[config.mk]
export PLATFORM = sky130hd
export DESIGN_NAME = edulent_datapath
export DESIGN_NICKNAME = d
export VERILOG_FILES = /design/src/rtl/edulent_pkg.sv /design/src/rtl/edulent_alu.sv /design/src/rtl/edulent_datapath.sv
export SDC_FILE = /design/constraint.sdc
export NUM_CORES = 1
export LEC_CHECK = 0
export BUFFER_PORTS_ARGS = -buffer_cell sky130_fd_sc_hd__buf_2
export CORE_MARGIN = 2
export CORE_UTILIZATION = 45
export DETAILED_ROUTE_END_ITERATION = 7
export PLACE_DENSITY = 0.74
export SLEW_MARGIN = 20
export SYNTH_ARGS = -nofsm -noshare
export SYNTH_HDL_FRONTEND = slang
export SYNTH_SLANG_ARGS = --single-unit
[constraint.sdc]
create_clock -name i_clk -period 10.3 [get_ports i_clk]
set_input_delay 0.515 -clock i_clk [delete_from_list [all_inputs] [get_ports i_clk]]
set_output_delay 0.515 -clock i_clk [all_outputs]
set_load 0.02 [all_outputs]
[src/rtl/edulent_pkg.sv]
// Shared types and constants for the EDULENT datapath.
package edulent_pkg;

    typedef enum logic [3:0] {
        CMD_NONE   = 4'h0,
        CMD_MA_PC  = 4'h1,
        CMD_MD_MEM = 4'h2,
        CMD_IR_MD  = 4'h3,
        CMD_MA_MD  = 4'h4,
        CMD_ACC_MD = 4'h5,
        CMD_MA_AP  = 4'h6,
        CMD_MA_SP  = 4'h7,
        CMD_MD_ACC = 4'h8,
        CMD_MEM_WR = 4'h9,
        CMD_ACC_R  = 4'hA,
        CMD_PC_MD  = 4'hB,
        CMD_A_IN   = 4'hC,
        CMD_OUT_A  = 4'hD,
        CMD_PC_AP  = 4'hE,
        CMD_MD_PC  = 4'hF
    } transfer_cmd_t;

    typedef enum logic [1:0] {
        SP_HOLD = 2'b00,
        SP_INC  = 2'b01,
        SP_DEC  = 2'b10
    } sp_op_t;

    localparam logic [7:0] OP_JZ   = 8'hA5;
    localparam logic [7:0] OP_JC   = 8'hA9;
    localparam logic [7:0] OP_CALL = 8'hC1;

    localparam logic [3:0] ALU_ADD = 4'h3;
    localparam logic [3:0] ALU_SUB = 4'h4;
    localparam logic [3:0] ALU_NOT = 4'h5;
    localparam logic [3:0] ALU_AND = 4'h6;
    localparam logic [3:0] ALU_OR  = 4'h7;
    localparam logic [3:0] ALU_XOR = 4'h8;
    localparam logic [3:0] ALU_SHL = 4'h9;

endpackage

[src/rtl/edulent_alu.sv]
// Combinational ALU: operation chosen by the opcode high nibble.
module edulent_alu
    import edulent_pkg::*;
#(
    parameter int DATA_W = 8
) (
    input  logic [DATA_W-1:0] x,
    input  logic [DATA_W-1:0] y,
    input  logic [3:0]        op,
    output logic [DATA_W-1:0] result,
    output logic              carry
);

    logic [DATA_W:0] wide;

    // One extra bit holds carry, borrow or the bit shifted out; logic ops leave it 0.
    always_comb begin
        wide = '0;
        case (op)
            ALU_ADD: wide = {1'b0, x} + {1'b0, y};
            ALU_SUB: wide = {1'b0, x} - {1'b0, y};
            ALU_NOT: wide = {1'b0, ~x};
            ALU_AND: wide = {1'b0, x & y};
            ALU_OR:  wide = {1'b0, x | y};
            ALU_XOR: wide = {1'b0, x ^ y};
            ALU_SHL: wide = {x, 1'b0};
            default: wide = {1'b0, y};
        endcase
    end

    assign result = wide[DATA_W-1:0];
    assign carry  = wide[DATA_W];

endmodule

[src/rtl/edulent_datapath.sv]
// EDULENT datapath: register file and transfers driven by the control unit.
module edulent_datapath
    import edulent_pkg::*;
#(
    parameter int                DATA_W  = 8,
    parameter logic [DATA_W-1:0] PC_INIT = '0,
    parameter logic [DATA_W-1:0] SP_INIT = '1
) (
    input  logic              i_clk,
    input  logic              i_rst,
    input  logic [3:0]        i_transfer_cmd,
    input  logic              i_inc_pc,
    input  logic [1:0]        i_inc_dec_sp,
    input  logic              i_alu_calculate,
    input  logic              i_alu_res_to_ap,
    input  logic              i_reset_ir,
    output logic [DATA_W-1:0] o_opcode,
    output logic [DATA_W-1:0] o_mem_addr,
    input  logic [DATA_W-1:0] i_mem_rdata,
    output logic              o_mem_we,
    output logic [DATA_W-1:0] o_mem_wdata,
    input  logic [DATA_W-1:0] i_in_data,
    output logic [DATA_W-1:0] o_out_data,
    output logic              o_out_valid
);

    localparam logic [DATA_W-1:0] ONE = DATA_W'(1);

    logic [DATA_W-1:0] pc, sp, ma, md, ir, a, ap, r;
    logic              flag_z, flag_c;
    logic [DATA_W-1:0] out_data;
    logic              out_valid;

    transfer_cmd_t     cmd;
    logic              sel_ap;
    logic              branch_ok;
    logic [DATA_W-1:0] acc;
    logic [DATA_W-1:0] alu_result;
    logic              alu_carry;

    // The AP destination is already implied by sel_ap, and the flags do not
    // depend on where the result lands, so this control bit carries no state.
    logic              unused_res_to_ap;
    assign unused_res_to_ap = i_alu_res_to_ap;

    // Accumulator select and branch condition decode from the current IR.
    always_comb begin
        cmd       = transfer_cmd_t'(i_transfer_cmd);
        sel_ap    = ir[1] | (ir == DATA_W'(OP_CALL));
        acc       = sel_ap ? ap : a;
        branch_ok = 1'b1;
        if (ir == DATA_W'(OP_JZ))
            branch_ok = flag_z;
        else if (ir == DATA_W'(OP_JC))
            branch_ok = flag_c;
    end

    edulent_alu #(.DATA_W(DATA_W)) u_alu (
        .x      (acc),
        .y      (md),
        .op     (ir[DATA_W-1 -: 4]),
        .result (alu_result),
        .carry  (alu_carry)
    );

    // All architectural state; reset aborts any in-flight transfer.
    always_ff @(posedge i_clk or posedge i_rst) begin
        if (i_rst) begin
            pc        <= PC_INIT;
            sp        <= SP_INIT;
            ma        <= '0;
            md        <= '0;
            ir        <= '0;
            a         <= '0;
            ap        <= '0;
            r         <= '0;
            flag_z    <= 1'b0;
            flag_c    <= 1'b0;
            out_data  <= '0;
            out_valid <= 1'b0;
        end else begin
            if (cmd == CMD_PC_MD && branch_ok)
                pc <= md;
            else if (cmd == CMD_PC_AP)
                pc <= ap;
            else if (i_inc_pc)
                pc <= pc + ONE;

            case (sp_op_t'(i_inc_dec_sp))
                SP_INC:  sp <= sp + ONE;
                SP_DEC:  sp <= sp - ONE;
                default: sp <= sp;
            endcase

            if (cmd == CMD_IR_MD)
                ir <= md;
            else if (i_reset_ir)
                ir <= '0;

            case (cmd)
                CMD_MA_PC:  ma <= pc;
                CMD_MD_MEM: md <= i_mem_rdata;
                CMD_MA_MD:  ma <= md;
                CMD_ACC_MD: if (sel_ap) ap <= md; else a <= md;
                CMD_MA_AP:  ma <= ap;
                CMD_MA_SP:  ma <= sp;
                CMD_MD_ACC: md <= acc;
                CMD_ACC_R:  if (sel_ap) ap <= r; else a <= r;
                CMD_A_IN:   a <= i_in_data;
                CMD_OUT_A:  out_data <= a;
                CMD_MD_PC:  md <= pc;
                default:    ;
            endcase

            out_valid <= (cmd == CMD_OUT_A);

            if (i_alu_calculate) begin
                r      <= alu_result;
                flag_z <= (alu_result == '0);
                flag_c <= alu_carry;
            end
        end
    end

    assign o_opcode    = ir;
    assign o_mem_addr  = ma;
    assign o_mem_wdata = md;
    assign o_mem_we    = (cmd == CMD_MEM_WR) & ~i_rst;
    assign o_out_data  = out_data;
    assign o_out_valid = out_valid;

endmodule

==> results.sh <==
export IMPL_multi_input_area_um2=3320
export IMPL_finClkSkew_ps=7.71
export IMPL_cts_root_buf="clkbuf_16"
export IMPL_synth_seq_cells=75
export IMPL_final_setup_viol_count=0
export IMPL_yosysUniqueCellTypes=67
export IMPL_cts_setup_buffers=0
export IMPL_fill_cells=1136
export IMPL_period_minus_slack_ps=4570
export IMPL_relSlewSlack=0.308
export IMPL_avgViaCountPerCell=6.35
export IMPL_fmax_ghz=0.219
export IMPL_clockBufferDepth=2
export IMPL_post_dp_hpwl_um=11700
export IMPL_cp_num_cells=13
export IMPL_clock_sinks=75
export IMPL_synth_cells=632
export IMPL_ant_nets=0
export IMPL_slowest_stage="dfrtp_1"
export IMPL_slowest_delay_ps=950
export IMPL_synth_flop_cell="dfrtp_1"
export IMPL_hold_ws_ps=483
export IMPL_ir_drop_mv=0.101
export IMPL_start_kind="flip-flop"
export IMPL_crit_type="flip-flop to flip-flop"
export IMPL_antenna_cells=0
export IMPL_drive_above_1_share=0.182
export IMPL_crit_family="compound AO/OA/AOI/OAI gates"
export IMPL_worst_setup_path_end_kind="flip-flop"
export IMPL_post_drt_wl_per_cell_um=20.2
export IMPL_yosys_warnings=0
export IMPL_synth_nets=693
export IMPL_clk_latency_ps=340
export IMPL_drv_slew=0
export IMPL_run_status="finished clean"
export IMPL_grt_max_degree=76
export IMPL_syn_area_um2=5450
export IMPL_setup_worst_path_start="o_opcode[5]"
export IMPL_synthArstFlopShare=1.00
export IMPL_dieArea_um2=13000
export IMPL_die_h_um=114
export IMPL_grtUsageTotal=0.264
export IMPL_routed_wl_um=16700
export IMPL_cp_required_ps=10540
export IMPL_reg2reg_depth=13
export IMPL_hold_path_class="input pin to async pin"
export IMPL_drt_initial_drc_count=685
export IMPL_vias=5234
export IMPL_start_util=0.458
export IMPL_cts_tree="yes"
export IMPL_htreeDepth=3
export IMPL_final_common_cell="dfrtp_1"
export IMPL_pin_count=62
export IMPL_critPathArrivalTime_ps=4800
export IMPL_min_period_over_period=0.444
export IMPL_antenna_found_initial=0
export IMPL_maxCapViolCount=0
export IMPL_yosysSeqAreaShare=0.346
export IMPL_endpoint="flag_z"
export IMPL_cts_resized=0
export IMPL_grt_setup_unrepaired="no"
export IMPL_core_um2=11900
export IMPL_critPathMostFrequentCell="mux2i_1"
export IMPL_gp_congestion=0.924
export IMPL_rr_endpoint="flag_z"
export IMPL_hold_violations=0
export IMPL_leakagePower_nw=2.69
export IMPL_cts_buffers_inserted=9
export IMPL_timing_rr_start="o_opcode[5]"
export IMPL_detail_route_first_pass_iterations=8
export IMPL_rows=40
export IMPL_drc_errors=0
export IMPL_tightest_slew_ps=1030
export IMPL_syn_area_per_cell_um2=8.63
export IMPL_grt_pass1_wl_um=26500
export IMPL_cp_cell_sequence="nor3b_2 > a21oi_4 > mux2i_1 > inv_1 > ha_1 > nor2b_1 > o21ai_0 > nand2b_1 > and3_1 > a211oi_1 > mux2i_1 > a21oi_1 > o41ai_1"
export IMPL_synth_edff_count=0
export IMPL_io_buffers=60
export IMPL_nets=734
export IMPL_area_growth_syn_to_layout_pct=12.3
export IMPL_die_x_um=114
export IMPL_mostFrequentLayoutCells="dfrtp_1 (67), nor2_1 (63), a21oi_1 (60), buf_2 (60), o21ai_0 (57)"
export IMPL_r2r_setup_slack_ps=5730
export IMPL_power_density_nw_per_um2=240
export IMPL_grt_pass1_vias=4854
export IMPL_seqCellArea_um2=1890
export IMPL_path_max_fanout=24
export IMPL_crit_buf_inv=1
export IMPL_final_setup_tns_ps=0
export IMPL_holdBufCountCts=0
export IMPL_grt_overflow=0
export IMPL_clk_pin_slew_ps=60
==> flip-flops by register name, indices dropped and copies added (netlist names) <==
name / cells
a: 8
ap: 8
o_mem_addr: 8
o_mem_wdata: 8
o_opcode: 8
o_out_data: 8
pc: 8
r: 8
sp: 8
flag_c: 1
flag_z: 1
o_out_valid: 1
==> through the flow <==
step                total power, W   util  cells  worst slack (ps)  cell area (µm²)
floorplan                 0.000942      -    632              6870             5450
global placement           0.00112  0.489    809              6070             5830
detailed placement         0.00114  0.489    809              5920             5830
CTS                        0.00146  0.514    824              5890             6120
global route               0.00156  0.514    824              5560             6120
finish                     0.00147  0.514    824              5730             6120
==> Yosys cell counts (all sizes together), types with 11 or more instances <==
library cell / count / area share
mux2: 24 / 0.050
nor2: 63 / 0.043
clkbuf: 29 / 0.020
a22oi: 11 / 0.015
inv: 28 / 0.019
dfrtp: 67 / 0.31
nand2: 43 / 0.030
o22ai: 14 / 0.016
ha: 31 / 0.071
a21oi: 62 / 0.059
o21ai: 59 / 0.054
xnor2: 16 / 0.026
nand2b: 19 / 0.022
and2: 13 / 0.015
a221oi: 13 / 0.021
==> where the power goes <==
part | switching (W) | internal, W
sequential | 0.000143 | 0.000401
clock | 0.000128 | 0.000187
combinational | 0.000349 | 0.000260
total | 0.000620 | 0.000848
==> how the worst min path moves through the flow <==
stage | to | slack (ps) | cells past startpoint
after floorplan | r[1] | 440 | 1
after detailed placement | o_out_data[3] | 480 | 2
after global routing | sp[7] | 510 | 1
after global placement | o_out_data[3] | 460 | 2
final | o_mem_addr[6] | 480 | 3
after CTS | a[2] | 480 | 3
==> area by class of cell <==
| class | count | share of cell area |
|---|---|---|
| inverters | 29 | 0.0178 |
| clock inverters | 6 | 0.0106 |
| flip-flops and latches | 75 | 0.308 |
| clock buffers | 9 | 0.0368 |
| repair buffers | 64 | 0.0539 |
| well taps | 147 | 0.0300 |
| multi-input cells | 494 | 0.543 |
==> layer usage <==
| metal | wire [µm] | track usage | part of all wire |
|---|---|---|---|
| met5 | 0 | 0 | 0 |
| met4 | 631 | 0.120 | 0.038 |
| met3 | 1210 | 0.0318 | 0.073 |
| met2 | 7830 | 0.424 | 0.47 |
| met1 | 6990 | 0.358 | 0.42 |
==> worst register-to-register path, cell delays in order, from the launching register on <==
cell and delay [ps]:
dfrtp_1 950, nor3b_2 190, a21oi_4 420, mux2i_1 700, inv_1 210, ha_1 330
nor2b_1 130, o21ai_0 200, nand2b_1 140, and3_1 180, a211oi_1 360, mux2i_1 250
a21oi_1 110, o41ai_1 300
==> kinds of logic after synthesis <==
family,Yosys count,synth area share
xor gates and xnor gates,25,0.0401
AOI/OAI and AO/OA,210,0.244
buffers and inverters,63,0.0452
muxes,34,0.0686
DFF,75,0.346
and+or+nand+nor,192,0.177
adders and majority gates,33,0.0785
Note: power is estimated with default switching activity, not from simulation.
